==> config.mk <==
export PLATFORM = sky130hd
export DESIGN_NAME = relu_grad_gate
export DESIGN_NICKNAME = d
export VERILOG_FILES = /design/src/rtl/relu_grad_gate.sv
export SDC_FILE = /design/constraint.sdc
export NUM_CORES = 1
export LEC_CHECK = 0
export BUFFER_PORTS_ARGS = -buffer_cell sky130_fd_sc_hd__buf_2
export CORE_AREA = 2 2 163 117
export DETAILED_ROUTE_END_ITERATION = 10
export DIE_AREA = 0 0 165 119
export HOLD_SLACK_MARGIN = 0.12
export PLACE_DENSITY = 0.74
export REMOVE_ABC_BUFFERS = 1
export SYNTH_ARGS = -nofsm -noshare
export SYNTH_HDL_FRONTEND = slang
export SYNTH_SLANG_ARGS = --single-unit
==> constraint.sdc <==
create_clock -name clk -period 8.7 [get_ports clk]
set_input_delay 0 -clock clk [delete_from_list [all_inputs] [get_ports clk]]
set_output_delay 0 -clock clk [all_outputs]
set_load 0.005 [all_outputs]
==> src/rtl/relu_grad_gate.sv <==
// relu_grad_gate: gates backward gradients with ReLU masks captured from the forward pass.
// Define LEAKY_GRAD_EN to pass masked-off gradients scaled by 2^-LEAK_SHIFT instead of zeroing them.
module relu_grad_gate #(
    parameter int SUM_WIDTH  = 32,
    parameter int DEPTH      = 128,
    parameter int LEAK_SHIFT = 3
) (
    input  logic                         clk,
    input  logic                         rst_n,
    input  logic                         fwd_valid,
    input  logic [SUM_WIDTH-1:0]         fwd_data,
    input  logic                         bwd_valid,
    input  logic [SUM_WIDTH-1:0]         bwd_grad,
    input  logic                         clr_flags,
    output logic                         grad_valid,
    output logic [SUM_WIDTH-1:0]         grad_out,
    output logic [$clog2(DEPTH+1)-1:0]   mask_count,
    output logic                         full,
    output logic                         empty,
    output logic                         overflow,
    output logic                         underflow
);
    localparam int AW = $clog2(DEPTH);
    localparam int CW = $clog2(DEPTH+1);
`ifdef LEAKY_GRAD_EN
    localparam bit LEAKY = 1'b1;
`else
    localparam bit LEAKY = 1'b0;
`endif
    logic [DEPTH-1:0]            mask_mem;
    logic [AW-1:0]               wr_ptr, rd_ptr;
    logic                        push_ok, pop_ok, ovf_evt, unf_evt, popped;
    logic signed [SUM_WIDTH-1:0] leak_grad;
    logic [SUM_WIDTH-1:0]        gated;
    assign full      = mask_count == CW'(DEPTH);
    assign empty     = mask_count == '0;
    // A pop on a full FIFO frees the slot the simultaneous push needs.
    assign pop_ok    = bwd_valid && !empty;
    assign push_ok   = fwd_valid && (!full || bwd_valid);
    assign ovf_evt   = fwd_valid && full && !bwd_valid;
    assign unf_evt   = bwd_valid && empty;
    assign popped    = mask_mem[rd_ptr];
    assign leak_grad = $signed(bwd_grad) >>> LEAK_SHIFT;
    assign gated     = !pop_ok ? '0 : popped ? bwd_grad : LEAKY ? $unsigned(leak_grad) : '0;
    always_ff @(posedge clk) begin
        if (push_ok)
            mask_mem[wr_ptr] <= $signed(fwd_data) > 0;
    end
    always_ff @(posedge clk) begin
        if (!rst_n) begin
            wr_ptr     <= '0;
            rd_ptr     <= '0;
            mask_count <= '0;
            grad_valid <= 1'b0;
            grad_out   <= '0;
            overflow   <= 1'b0;
            underflow  <= 1'b0;
        end else begin
            wr_ptr     <= push_ok ? wr_ptr + 1'b1 : wr_ptr;
            rd_ptr     <= pop_ok ? rd_ptr + 1'b1 : rd_ptr;
            mask_count <= (push_ok && !pop_ok) ? mask_count + 1'b1 :
                          (pop_ok && !push_ok) ? mask_count - 1'b1 : mask_count;
            grad_valid <= bwd_valid;
            grad_out   <= bwd_valid ? gated : '0;
            overflow   <= ovf_evt || (overflow && !clr_flags);
            underflow  <= unf_evt || (underflow && !clr_flags);
        end
    end
endmodule

==> key figures <==
Detailed routing
  • Post-route DRC: 0
  • Post-DR vias/cell: 5.24
  • Drt wl/cell: 17.6 microns
  • Iteration-0 DRC Markers: 470
  • DRT antenna net count: 0
  • Pre-Repair DR Iteration Count: 7
  • Via count of the routed design: 5400
  • Drt total wl: 18100 microns

Yosys
  • Seq/Total Area, Yosys: 62.1%
  • Top-area cell type share of the netlist area: 47.9%
  • Gate Count Post-Synth: 632
  • Ys Warns: 0
  • Async set-or-reset flop fraction in the synthesized netlist: 0%
  • Synth area leaders: edfxtp_1 48%, dfxtp_1 14%, mux4_2 8.4%
  • Post-synth EDFFs: 128
  • FF+latch count, synth: 185
  • Top cells by count, synth: 163 x nor2_1, 128 x edfxtp_1, 57 x dfxtp_1
  • Mean Syn Cell Area: 12.7 sq um
  • Cell variety after synth: 56
  • Cell Area, Synth: 8020 sq um
  • Synth area leader: edfxtp_1
  • Most used DFF post-synth: edfxtp_1
  • Top-count cell post-synth: nor2_1

Critical path
  • Critical Path Max Stage Delay: 0.59 ns
  • Worst Path Arrival: 4.38 ns
  • Critical path class: register to register
  • Crit-path cells: or4_1 > o41ai_2 > inv_1 > ha_1 > inv_1 > ha_1 > a21oi_1 > o21ai_0 > a2111oi_0 > o21ai_0 > and3_1 > o21a_1
  • Worst Setup Start Kind: register
  • Worst Path Max Fanout: 9
  • Critical Path RT: 9.03 ns
  • Crit. End Element: register
  • Slowest CP cell: or4_1

STA
  • Maximum clock rate: 0.247 GHz
  • Worst-margin pin slew: 1.10 ns
  • Clock Skews: 0.0146 ns
  • Minimum clock period after layout: 4.05 ns
  • Unrepaired setup endpoints after global routing: false
  • Final number of max-transition violations: 0
  • Final Cycle Share: 46.6%
  • Final Hold Vio Count: 0
  • Max-slew headroom: 26.6%
  • Final setup vio count: 0
  • Setup tns final: 0 ns

Layout
  • Filler cell count in the final layout: 1495
  • Layout Nets: 856
  • Area grow syn2layout: 21.0%
  • Ant. Diodes: 0
  • Util after Layout: 52.9%
  • Layout cell share with drive strength beyond 1: 27.6%

Global route
  • Vias in the first global route: 5321
  • Total track usage: 19.3%
  • First-pass GRT wire length: 28700 microns
  • Largest net degree at the start of global routing: 129
  • Initial antenna violation count: 0
  • Total gr overflow: 0

Placement
  • Port-buffer cells: 113
  • GP Congestion: 0.805
  • DP HPWL: 10600 microns

Clock tree
  • H-tree depth: 4
  • Clock Tree Buf Depth: 2
  • Total CTS buffers: 17
  • Post-CTS sizing: 0
  • Clock transition at path regs: 0.07 ns
  • Sink Count: 185
  • Root Buffer: clkbuf_16
  • Clk_lat worst skew: 0.43 ns
  • TritonCTS clock tree: done

Floorplanning
  • Ports: 114
  • Initial core utilization: 43.7%
  • Row Count: 42
  • Die Wd: 165 microns
  • Core area: 18300 sq um
  • Die footprint: 19600 sq um
  • Die height: 119 microns

Pwr
  • Pwr dens: 238 nW/um^2
  • Leakage: 3.53 nW
  • VDD IR-drop max: 0.110 mV

Job
  • Max-Cap Viols: 0

Worst hold path
  • Worst Hold Class: primary input to register

Status
  • Status: complete, no violations
[per-stage QoR]
| step | setup WS [ns] | cell area (sq um) | power (mW) | hold WS, ns | instances |
|---|---|---|---|---|---|
| 2_1_floorplan | 4.74 | 7850 | 1.40 | 0.118 | 602 |
| 3_3_place_gp | 4.87 | 8760 | 1.54 | 0.200 | 962 |
| 3_5_place_dp | 4.70 | 8760 | 1.55 | 0.213 | 962 |
| 4_1_cts | 4.69 | 9710 | 2.32 | 0.302 | 1031 |
| 5_1_grt | 4.40 | 9710 | 2.42 | 0.318 | 1031 |
| 6_report | 4.65 | 9710 | 2.31 | 0.316 | 1031 |
[power by group]
group,internal (mW),switching [mW],total (mW)
sequential,0.983,0.0277,1.01
combinational,0.268,0.277,0.546
clock,0.421,0.337,0.758
total,1.67,0.642,2.31
[layout by cell type (no fill, tap or decap), types with 3 or more instances in the layout]
master | netlist | layout
buf_2 | 8 | 113
o21ai_0 | 5 | 5
inv_1 | 11 | 11
ha_1 | 10 | 10
dfxtp_1 | 57 | 56
clkinv_2 | 0 | 6
and2_4 | 30 | 30
xnor2_1 | 7 | 7
xor2_1 | 9 | 9
buf_4 | 4 | 5
mux2i_1 | 14 | 14
nor4_1 | 8 | 8
o21a_1 | 4 | 4
inv_6 | 0 | 5
edfxtp_1 | 128 | 128
clkbuf_16 | 0 | 18
mux4_2 | 30 | 30
a2111oi_0 | 3 | 3
nor2b_1 | 10 | 10
nor3_1 | 4 | 4
nand2_1 | 40 | 40
and3_1 | 3 | 3
nand4_1 | 5 | 5
dlygate4sd3_1 | 0 | 37
nand3_1 | 9 | 9
and2_1 | 8 | 8
nor2_1 | 163 | 162
a21oi_1 | 10 | 10
[what timing repair did]
action / in CTS / in global routing
hold buffers: 37 / 0
hold endpoints to repair: 43 / 0
setup buffers: 0 / 0
[logic make-up after synthesis]
kind of cell,after synthesis,synth area share (%)
flops,185,62.1
mux,44,10.2
fa+ha+maj,11,1.81
simple gates,289,17.1
xor+xnor,16,1.75
buf+inv,42,2.75
compound gates,45,4.32
[final timing paths]
| check | from | to | slack (ns) | cells after the start |
|---|---|---|---|---|
| worst min-delay path | bwd_grad[17] | grad_out[17] | 0.32 | 3 |
| worst max register to register | mask_count[3] | mask_count[7] | 4.65 | 12 |
| worst max-delay path | mask_count[3] | mask_count[7] | 4.65 | 12 |
| worst min register to register | wr_ptr[1] | wr_ptr[1] | 0.53 | 2 |
[flip-flops by register name, summed over array words and instances, names as in the netlist]
name        cells
wr_ptr          7
overflow        1
underflow       1
grad_out       32
mask_count      8
grad_valid      1
rd_ptr          7
mask_mem      128
[layout make-up]
cell class	instances	area [sq um]	share of cell area, %
Clock buffer	19	464	4.78
Clock inverter	13	113	1.16
Inverter	12	45.0	0.464
Multi-Input combinational cell	405	2820	29.1
Sequential cell	185	4990	51.4
Tap cell	242	303	3.12
Timing Repair Buffer	155	973	10.0
[layer usage]
| metal | global-route usage [%] | up-vias | wire [microns] |
|---|---|---|---|
| li1 | - | 2548 | - |
| met1 | 26.8 | 2645 | 7940 |
| met2 | 30.4 | 186 | 8780 |
| met3 | 4.53 | 21 | 1170 |
| met4 | 5.49 | 0 | 255 |
| met5 | 0 | - | 0 |
[critical path, delay by kind of cell (launching register included)]
family,cells,cell delay [ns]
and+or+nand+nor,2,0.80
buffers and inverters,2,0.41
adders and majority gates,2,0.54
AOI/OAI and AO/OA,6,1.85
DFF,1,0.36
Power figures use the tool's default switching activity.
